<file path="src/rtl/interval_pkg.sv">
// Shared class codes, channel FSM states and the gap classification rule
// used by the interval classifier.
package interval_pkg;

  typedef enum logic [1:0] {
    CLS_NONE   = 2'b00,
    CLS_FAST   = 2'b01,
    CLS_NORMAL = 2'b10,
    CLS_SLOW   = 2'b11
  } class_t;

  typedef enum logic {
    ST_IDLE  = 1'b0,
    ST_ARMED = 1'b1
  } ch_state_t;

  // Maps a non-zero gap (below the timeout) to its class code.
  function automatic class_t classify_gap(input int gap, input int fast_max,
                                          input int normal_max);
    class_t c;
    if (gap <= fast_max) begin
      c = CLS_FAST;
    end else if (gap <= normal_max) begin
      c = CLS_NORMAL;
    end else begin
      c = CLS_SLOW;
    end
    return c;
  endfunction

endpackage

</file>
<file path="src/rtl/interval_channel.sv">
// One channel: measures the run of zeros between 1s on x and publishes a
// class code with a one-cycle valid pulse; long gaps end in a timeout.
module interval_channel
  import interval_pkg::*;
#(
  parameter int CNT_W      = 4,
  parameter int FAST_MAX   = 1,
  parameter int NORMAL_MAX = 2,
  parameter int TIMEOUT    = 8
) (
  input  logic       clk,
  input  logic       rst,
  input  logic       x,
  output logic [1:0] y,
  output logic       y_valid,
  output logic       timeout
);

  localparam logic [CNT_W-1:0] GAP_ZERO = {CNT_W{1'b0}};
  localparam logic [CNT_W-1:0] GAP_ONE  = {{(CNT_W-1){1'b0}}, 1'b1};
  localparam logic [CNT_W-1:0] GAP_LAST = CNT_W'(TIMEOUT - 1);

  ch_state_t        state_r, state_s;
  logic [CNT_W-1:0] gap_r, gap_s;
  class_t           y_r, y_s;
  logic             valid_r, valid_s;
  logic             timeout_r, timeout_s;

  // State, counter and registered outputs.
  always_ff @(posedge clk or negedge rst) begin
    if (!rst) begin
      state_r   <= ST_IDLE;
      gap_r     <= GAP_ZERO;
      y_r       <= CLS_NONE;
      valid_r   <= 1'b0;
      timeout_r <= 1'b0;
    end else begin
      state_r   <= state_s;
      gap_r     <= gap_s;
      y_r       <= y_s;
      valid_r   <= valid_s;
      timeout_r <= timeout_s;
    end
  end

  // Next-state and output decode; the counter is cleared on reaching
  // TIMEOUT-1 plus a zero, so it can never wrap.
  always_comb begin
    state_s   = state_r;
    gap_s     = gap_r;
    y_s       = y_r;
    valid_s   = 1'b0;
    timeout_s = 1'b0;
    case (state_r)
      ST_IDLE: begin
        if (x) begin
          state_s = ST_ARMED;
          gap_s   = GAP_ZERO;
        end else begin
          gap_s   = GAP_ZERO;
        end
      end
      ST_ARMED: begin
        if (x) begin
          if (gap_r != GAP_ZERO) begin
            y_s     = classify_gap(int'(gap_r), FAST_MAX, NORMAL_MAX);
            valid_s = 1'b1;
          end else begin
            valid_s = 1'b0;
          end
          gap_s = GAP_ZERO;
        end else if (gap_r == GAP_LAST) begin
          y_s       = CLS_SLOW;
          valid_s   = 1'b1;
          timeout_s = 1'b1;
          state_s   = ST_IDLE;
          gap_s     = GAP_ZERO;
        end else begin
          gap_s = gap_r + GAP_ONE;
        end
      end
      default: begin
        state_s = ST_IDLE;
        gap_s   = GAP_ZERO;
      end
    endcase
  end

  assign y       = y_r;
  assign y_valid = valid_r;
  assign timeout = timeout_r;

endmodule

</file>
<file path="src/rtl/interval_classifier.sv">
// Multi-channel interval classifier: parameter checks plus one
// interval_channel per input bit, packed onto the output buses.
module interval_classifier
  import interval_pkg::*;
#(
  parameter int CHANNELS   = 2,
  parameter int CNT_W      = 4,
  parameter int FAST_MAX   = 1,
  parameter int NORMAL_MAX = 2,
  parameter int TIMEOUT    = 8
) (
  input  logic                  clk,
  input  logic                  rst,
  input  logic [CHANNELS-1:0]   x,
  output logic [2*CHANNELS-1:0] y,
  output logic [CHANNELS-1:0]   y_valid,
  output logic [CHANNELS-1:0]   timeout
);

  if (!((FAST_MAX >= 1) && (FAST_MAX < NORMAL_MAX) && (NORMAL_MAX < TIMEOUT) &&
        (TIMEOUT <= (1 << CNT_W) - 1))) begin : g_bad_params
    $error("interval_classifier: illegal FAST_MAX/NORMAL_MAX/TIMEOUT/CNT_W");
  end

  for (genvar k = 0; k < CHANNELS; k++) begin : g_ch
    interval_channel #(
      .CNT_W     (CNT_W),
      .FAST_MAX  (FAST_MAX),
      .NORMAL_MAX(NORMAL_MAX),
      .TIMEOUT   (TIMEOUT)
    ) u_channel (
      .clk    (clk),
      .rst    (rst),
      .x      (x[k]),
      .y      (y[2*k +: 2]),
      .y_valid(y_valid[k]),
      .timeout(timeout[k])
    );
  end

endmodule
</file>
<file path="config.mk">
export PLATFORM = sky130hd
export DESIGN_NAME = interval_classifier
export DESIGN_NICKNAME = d
export VERILOG_FILES = /design/src/rtl/interval_pkg.sv /design/src/rtl/interval_channel.sv /design/src/rtl/interval_classifier.sv
export SDC_FILE = /design/constraint.sdc
export NUM_CORES = 1
export LEC_CHECK = 0
export ABC_AREA = 1
export BUFFER_PORTS_ARGS = -buffer_cell sky130_fd_sc_hd__buf_2
export CAP_MARGIN = 40
export CORE_MARGIN = 4
export CORE_UTILIZATION = 50
export CTS_CLUSTER_SIZE = 12
export DETAILED_ROUTE_END_ITERATION = 7
export MAX_ROUTING_LAYER = met4
export PLACE_DENSITY = 0.7
export SYNTH_ARGS = -nofsm -noshare
export SYNTH_HDL_FRONTEND = slang
export SYNTH_SLANG_ARGS = --single-unit
</file>
<file path="constraint.sdc">
create_clock -name clk -period 1.49 [get_ports clk]
set_input_delay 0.0745 -clock clk [delete_from_list [all_inputs] [get_ports clk]]
set_output_delay 0.0745 -clock clk [all_outputs]
set_load 0.05 [all_outputs]
</file>
[Word-level counts from Yosys, hierarchy flattened]
Index checks and enable logic that the tools add are counted.
Word-level totals
  register bits: 18
  output and inout bits: 8
Cells by class
  $lt $le $gt $ge: 4
  mux-type cells: 36
  reduce and logical (&&, ||, !) cells: 6
  add/sub/neg operators: 2
  bitwise gates (word level): 2
  equality and inequality tests: 4
Operators by type and width (number)
  2-to-1 mux 1 bit: 20
  2-to-1 mux 2 bit: 8
  2-to-1 mux 4 bit: 4
  one-hot mux 4 bit (2 select lines): 2
  adder 4 x 1 -> 4 bit, second input constant: 2
  == test 4 x 3 -> 1 bit, second input constant: 2
  less-or-equal comparator 4 x 1 -> 1 bit, second input constant: 2
  less-or-equal comparator 4 x 2 -> 1 bit, second input constant: 2
  nonzero test 4 bit: 2
  AND reduction 3 bit: 2
  inequality test 2 x 1 -> 1 bit, second input constant: 2
  one-hot mux 1 bit (2 select lines): 2
  nonzero test 2 bit: 2
  NOT 1 bit: 2

[Depth between registers and ports, before layout]
Gate-level depths: netlist of run 1.
  depth in word-level cells: 5
  mapped depth: 8

[Modules after synthesis]
From an unflattened synthesis of run 1, not the netlist that was laid out.
Second synthesis, totals
  cell total of the unflattened synthesis: 110
  area, all modules: 953.4 um^2
Modules (own cells, without submodules)
  interval_channel: area each 476.7 um^2, times used 2, cells each 55

[Worst setup path after synthesis of run 1]
OpenSTA, ideal clock, no wires.
  path kind: register to register
  from: register g_ch[0].u_channel.gap_r[0]
  to: register g_ch[0].u_channel.y_r[0]
  path buffers: 0
  stages on the path, launching flop included: 9
  data required time: 1.372 ns
  arrival time: 0.996 ns
  setup time: 0.118 ns
  path slack: 0.376 ns
  cells stage by stage: dfrtp_1 -> inv_1 -> ha_1 -> inv_1 -> nand2_1 -> nor2_1 -> nand2_1 -> nand3_1 -> nand2_1
Between the ends
  cells in the longest elaborated chain, start to end: 5
  elaborated cells on any way between the ends: 11
RTL lines
  start: declaration: RTL line interval_channel.sv:24  | logic [CNT_W-1:0] gap_r, gap_s;
  start signal: assignment: RTL line interval_channel.sv:39  | gap_r <= gap_s;
  less-or-equal comparator 4 x 2 -> 1 bit: RTL line interval_pkg.sv:23  | end else if (gap <= normal_max) begin
  2-to-1 mux 1 bit: RTL line interval_pkg.sv:23
  2-to-1 mux 2 bit: RTL line interval_pkg.sv:21  | if (gap <= fast_max) begin
  2-to-1 mux 2 bit: RTL line interval_channel.sv:65  | if (gap_r != GAP_ZERO) begin
  2-to-1 mux 2 bit: RTL line interval_channel.sv:64  | if (x) begin
  end signal: assignment: RTL line interval_channel.sv:40  | y_r <= y_s;
  end: declaration: RTL line interval_channel.sv:25  | class_t y_r, y_s;
Parallel ways exist; a longest one is shown, timed or not. The select of a mux whose other input is x is not followed.
A chain may end at the register's enable or synchronous reset.

[Worst setup path after layout of run 1]
Same ends and word-level chain as after synthesis.

==> flow_metrics.tcl, run 1 <==
set metrics [dict create \
    timing.rr.end "g_ch[0].u_channel.y[0]" \
    syn_nets 124 \
    synth_compound_area_frac 0.0417 \
    cp-start-kind "flip-flop" \
    rr_worst_depth 8 \
    critPathTopFamily "flip-flops" \
    firstDrtPassIters 4 \
    cts_setup_buffers 0 \
    synthFlopType "dfrtp_1" \
    hp-class "primary input to flip-flop" \
    grt_usage 0.143 \
    crit_slowest_cell "dfrtp_1" \
    drcViolationCount 0 \
    num_vias 685 \
    hpwl_um 1150 \
    area_growth_pct 11.7 \
    leakage_nw 0.607 \
    r2r_setup_slack_ns 0.27 \
    avgRoutedWirePerCell_um 10.1 \
    crit_required_ns 1.68 \
    synth_top_family_by_area "simple AND/OR/NAND/NOR gates" \
    yosys_warnings 0 \
    drive_above_1_share 0.163 \
    hold_start "x[1]" \
    netlist.top_cell.by_area "dfrtp_1" \
    synth_area_um2 961 \
    synth.top_cell.area_share 0.469 \
    grt_max_degree 19 \
    dieArea_um2 2690 \
    skew_ns 0.000852 \
    synth-xor-area-share 0.0182 \
    max_freq_mhz 822 \
    wl_um 1490 \
    antenna_found_initial 0 \
    grt_pass1_wl_um 2670 \
    start_util 0.539 \
    yosys.area_share.adder 0.130 \
    critPathCaptureType "flip-flop" \
    ys_async_sr_fraction 1.00 \
    dieWidth_um 51.8 \
    min_period_over_period 0.816 \
    synth_common_cells "23 x nand2_1, 18 x dfrtp_1, 17 x inv_1" \
    setup_violations 0 \
    worst_pin_slew_ns 0.375 \
    p_per_area_nw_per_um2 1050 \
    cp_max_fo 5 \
    drtIter0Drc 9 \
    ant_nets 0 \
    cts_tree "done" \
    crit_type "flip-flop to flip-flop" \
    cpMostUsedCell "nand2_1" \
    seq_area_frac_synth 0.469 \
    peakVddDrop_mv 0.479 \
    final_cells 148 \
    r2r-start "g_ch[0].u_channel.gap_r[0]" \
    netlist_instances 110 \
    numCtsBuffers 3 \
    worstSetupPathDepth 8 \
    layout.nets 138 \
    slew_headroom 0.750 \
    io_pins 12 \
    finalHoldViolCount 0 \
    portBuffers 11 \
    slew_violations 0 \
    rsz0062_at_grt "no" \
    cp.arrival_ns 1.41 \
    grt_pass1_vias 643 \
    p_total_mw 1.13 \
    hold_buffers 2 \
    htree_levels 1 \
    worstHoldEndpoint "g_ch[1].u_channel.state_r" \
    worstPathCellList "inv_1, ha_1, inv_1, nand2_1, nor2_1, nand2_1, nand3_1, nand2_1" \
    postLayoutCoreUtil 0.602 \
    synth.most_common_cell "nand2_1" \
    clock_latency_ns 0.28 \
    syn_area_per_cell_um2 8.74 \
    period_minus_slack_ns 1.22 \
    synth-simple-area-share 0.243 \
    max_stage_delay_ns 0.43 \
    clk_pin_slew_ns 0.10 \
    core_area_um2 1780 \
    routabilityCongestion 0.817 \
    via_per_inst 4.63 \
    min_path_cells 3 \
    path_buf_inv 2 \
    die_y_um 51.8 \
    synth_seq_cells 18 \
    drv_cap 0 \
    synth_edf_count 0 \
    num_antenna_cells 0 \
    clockBufferDepth 2 \
    gr-total-overflow 0 \
    cts_resized 0 \
    placementRows 15 \
    clock-sinks 18 \
    dp_cells 142 \
    cts-root-buf "clkbuf_4" \
    fin_tns_setup_ns 0 \
    synthTopCellsByArea "dfrtp_1 47%, ha_1 13%, nand2_1 9.0%, inv_1 6.6%, nor2_1 5.5%" \
    outcome "completed" \
    ys_types 14 \
    synth_mux_area_frac 0 \
]
-- worst register-to-register path: stages (launching register included) --
cell and delay, ns:
dfrtp_1 0.43, inv_1 0.10, ha_1 0.20, inv_1 0.05
nand2_1 0.06, nor2_1 0.10, nand2_1 0.06, nand3_1 0.09
nand2_1 0.05
-- power by group --
group          switching, mW  internal, mW
registers             0.0300         0.529
clock network          0.147         0.149
logic                  0.197        0.0757
-- through the flow --
step	setup slack, ns	hold slack, ns	cell area [µm²]
after detailed placement	0.280	0.0167	1020
after CTS	0.261	0.0660	1070
after floorplan	0.376	-0.221	961
after global placement	0.306	0.0145	1020
final	0.273	0.0778	1070
after global routing	0.118	0.0854	1070
-- layer usage --
| layer | wire length (µm) | vias to the layer above | track usage | part of all wire |
|---|---|---|---|---|
| met5 | 0 | - | - | 0 |
| met4 | 21 | 0 | 0.0786 | 0.014 |
| li1 | - | 361 | - | - |
| met1 | 665 | 309 | 0.161 | 0.45 |
| met3 | 81 | 2 | 0.0430 | 0.054 |
| met2 | 721 | 13 | 0.226 | 0.48 |
-- cells by family after synthesis --
family	Yosys count
simple gates	53
xor+xnor	2
fa+ha+maj	10
buf+inv	21
compound gates	6
flops	18
-- cell usage in the layout, fill, tap and decap left out, drive strengths merged --
cell and count:
o21ai 1, buf 11, nand3 13, ha 10, clkbuf 4, xor2 2
nor3 3, o21a 1, nor2 14, inv 17, dlygate4sd3 2, nand2 23
a21oi 4, dfrtp 18
-- area by class of cell --
cell class                 instances  area, µm²
multi-input combinational         71        417
timing repair buffer              13       75.1
fill                             156        709
inverter                          17       63.8
sequential                        18        450
tap                               25       31.3
clock buffer                       4       36.3
-- registers in the layout (all words and copies together) (netlist names) --
name	flops
g_ch.u_channel.gap_r	8
g_ch.u_channel.y	4
g_ch.u_channel.state_r	2
g_ch.u_channel.timeout	2
g_ch.u_channel.y_valid	2
-- worst max-delay path by stage --
stage / from / to / slack [ns]
2_1_floorplan: g_ch[0].u_channel.gap_r[0] / g_ch[0].u_channel.y[0] / 0.38
3_3_place_gp: g_ch[0].u_channel.gap_r[0] / g_ch[0].u_channel.y[1] / 0.31
3_5_place_dp: g_ch[0].u_channel.gap_r[0] / g_ch[0].u_channel.y[0] / 0.28
4_1_cts: g_ch[0].u_channel.gap_r[0] / g_ch[0].u_channel.y[0] / 0.26
5_1_grt: g_ch[1].u_channel.gap_r[0] / g_ch[1].u_channel.y[0] / 0.12
6_report: g_ch[0].u_channel.gap_r[0] / g_ch[0].u_channel.y[0] / 0.27
Note: power is estimated with default switching activity, not from simulation.
==> run 2, diff against run 1 <==
--- a/config.mk
+++ b/config.mk
@@ -5,7 +5,7 @@
 export SDC_FILE = /design/constraint.sdc
 export NUM_CORES = 1
 export LEC_CHECK = 0
-export ABC_AREA = 1
+export ABC_AREA = 0
 export BUFFER_PORTS_ARGS = -buffer_cell sky130_fd_sc_hd__buf_2
 export CAP_MARGIN = 40
 export CORE_MARGIN = 4
==> constraint.sdc (replaced) <==
create_clock -name clk -period 1.15 [get_ports clk]
set_input_delay 0.0575 -clock clk [delete_from_list [all_inputs] [get_ports clk]]
set_output_delay 0.0575 -clock clk [all_outputs]
set_load 0.05 [all_outputs]
==> run 2 against run 1 <==
The flow now finishes with violations (setup timing). Via count is 4.1% higher. Largest power group unchanged. First-iteration DRC count is 22% lower. Global-route usage is 1.6 points higher. Synthesized area is 2.2% higher. Design area is 16% higher. Critical path type unchanged. Combinational power is 110% higher.
==> flow_metrics.tcl, run 2 <==
set metrics [dict create \
    outcome "finished, violations left" \
    violations "setup timing" \
    max_freq_mhz 795 \
    layout_common_cells "18 x dfrtp_1, 15 x buf_4, 11 x buf_2" \
    synthFlopType "dfrtp_1" \
    routabilityCongestion 0.827 \
    cp-start-kind "flip-flop" \
    drv_cap 0 \
    num_antenna_cells 0 \
    clk_pin_slew_ns 0.10 \
    post-place-ws_ns -0.0989 \
    ys_async_sr_fraction 1.00 \
    drcViolationCount 0 \
    slew_violations 0 \
    worst_slack_ns -0.107 \
    gr-total-overflow 0 \
    placementRows 15 \
    period_minus_slack_ns 1.26 \
    p_sw_mw 0.595 \
    slew_headroom 0.744 \
    fin_tns_setup_ns -0.449 \
    crit_type "flip-flop to flip-flop" \
    die_y_um 52.3 \
    via_per_inst 4.99 \
    cts_tree "done" \
    dieArea_um2 2740 \
    top_register "g_ch.u_channel.gap_r" \
    max_stage_delay_ns 0.44 \
    drive_above_1_share 0.441 \
    netlist_instances 94 \
    synthTopCellsByArea "dfrtp_1 46%, ha_1 13%, buf_4 3.8%, nor2_1 3.8%, a22oi_1 3.1%" \
    crit_slowest_cell "dfrtp_1" \
    final_common_cell "dfrtp_1" \
    yosys_warnings 0 \
    worst_pin_slew_ns 0.384 \
    core_area_um2 1800 \
    cp_max_fo 4 \
    synth_area_um2 982 \
    comb_power_share 0.356 \
    skew_ns 0.00168 \
    p_int_mw 1.04 \
    hp-class "primary input to flip-flop" \
    min_period_over_period 1.09 \
    critPathCaptureType "flip-flop" \
    cp.arrival_ns 1.42 \
    num_vias 713 \
    avgRoutedWirePerCell_um 13.2 \
    syn_nets 108 \
    synth_edf_count 0 \
    seqPwrFrac 0.461 \
    pwr-share-clk 0.183 \
    leakage_nw 0.580 \
    p_per_area_nw_per_um2 1310 \
    grt_usage 0.159 \
    synth.top_cell.area_share 0.459 \
    area_growth_pct 26.9 \
    layout.nets 134 \
    clock-sinks 18 \
    ant_nets 0 \
    antenna_found_initial 0 \
    portBuffers 11 \
    synth.most_common_cell "dfrtp_1" \
    grt_max_degree 19 \
    seq_area_frac_synth 0.459 \
    start_util 0.545 \
    worstPathCellList "ha_2, nor2b_4, o211ai_1, a22oi_1" \
    firstDrtPassIters 4 \
    drtIter0Drc 7 \
    wl_um 1880 \
    crit_required_ns 1.31 \
    numCtsBuffers 3 \
    finalHoldViolCount 0 \
    io_pins 12 \
    grt_pass1_vias 715 \
    netlist.top_cell.by_area "dfrtp_1" \
    dieWidth_um 52.3 \
    synth_seq_cells 18 \
    setup_violations 8 \
    hpwl_um 1320 \
    clockBufferDepth 2 \
    p_sw_frac 0.363 \
    p_total_mw 1.64 \
    synth_common_cells "18 x dfrtp_1, 10 x ha_1, 10 x nor2_1" \
    htree_levels 1 \
    cts-root-buf "clkbuf_4" \
    rsz0062_at_grt "yes" \
    largest_reg_flops 8 \
    ys_types 23 \
    peakVddDrop_mv 0.860 \
    clock_latency_ns 0.28 \
    syn_area_per_cell_um2 10.4 \
    grt_pass1_wl_um 3120 \
]
run 2: cell types whose count changed after synthesis, moves of 4 or more:
cell,before,now
a22oi_1,0,4
a31oi_1,0,4
inv_1,17,8
nand2_1,23,6
nand3_1,10,2
nor2_1,14,10
run 2: cell type report:
type | count | area (µm²)
sequential | 18 | 450
fill | 134 | 556
multi-input combinational | 62 | 534
inverter | 8 | 30.0
clock buffer | 3 | 22.5
timing repair buffer | 27 | 178
tap | 25 | 31.3
run 2: through the flow:
step                instances  utilization  instance area [µm²]  hold WS (ns)
detailed placement        134        0.623                 1120       0.00378
CTS                       142        0.672                 1210        0.0444
floorplan                  94            -                 1010        -0.238
global route              143        0.692                 1250        0.0583
global placement          134        0.623                 1120     -0.000681
finish                    143        0.692                 1250        0.0508
run 2: repair_timing:
item	4_1_cts	5_1_grt
hold buffers	1	0
pin swaps	8	8
resized for setup	5	7
setup endpoints to repair	9	13
endpoints found under the hold margin	18	0
setup buffers	4	2
run 2: cell families after synthesis:
group                    Yosys count  synth area share
buffers and inverters             14            0.0803
multiplexers                       2            0.0204
XOR/XNOR                           2            0.0178
flip-flops                        18             0.459
adder cells (fa/ha/maj)           10             0.127
AND/OR/NAND/NOR                   28             0.158
AO/OA/AOI/OAI                     20             0.138
run 2: final timing paths:
path                                            start  depth (start not counted)  slack, ns                          to
hold / removal                                   x[1]                          2       0.05   g_ch[1].u_channel.state_r
min in group asynchronous                         rst                          2       0.22      g_ch[1].u_channel.y[0]
setup reg to reg           g_ch[1].u_channel.gap_r[0]                          4      -0.11      g_ch[1].u_channel.y[0]
setup / recovery           g_ch[1].u_channel.gap_r[0]                          4      -0.11      g_ch[1].u_channel.y[0]
max in group asynchronous                         rst                          2       0.64  g_ch[0].u_channel.gap_r[2]
hold reg to reg                g_ch[1].u_channel.y[1]                          2       0.59      g_ch[1].u_channel.y[1]
run 2: power groups by stage:
stage / clock [mW] / sequential, mW / combinational, mW
final: 0.300 / 0.754 / 0.583
after global routing: 0.330 / 0.764 / 0.635
after CTS: 0.309 / 0.753 / 0.566
after detailed placement: 0 / 0.769 / 0.522
after global placement: 0 / 0.764 / 0.510
after floorplan: 0 / 0.903 / 0.246
run 2: critical path: cells and delay by family, from the launching register on:
kind                     cells  cell delay (ns)
AO/OA/AOI/OAI                2             0.34
flip-flops                   1             0.44
AND/OR/NAND/NOR              1             0.13
adder cells (fa/ha/maj)      1             0.22
run 2: metal layers:
| layer | vias to the layer above | track usage | wire length [µm] |
|---|---|---|---|
| li1 | 363 | - | - |
| met1 | 335 | 0.206 | 887 |
| met2 | 13 | 0.240 | 901 |
| met3 | 2 | 0.0256 | 68 |
| met4 | 0 | 0.0809 | 23 |
| met5 | - | - | 0 |
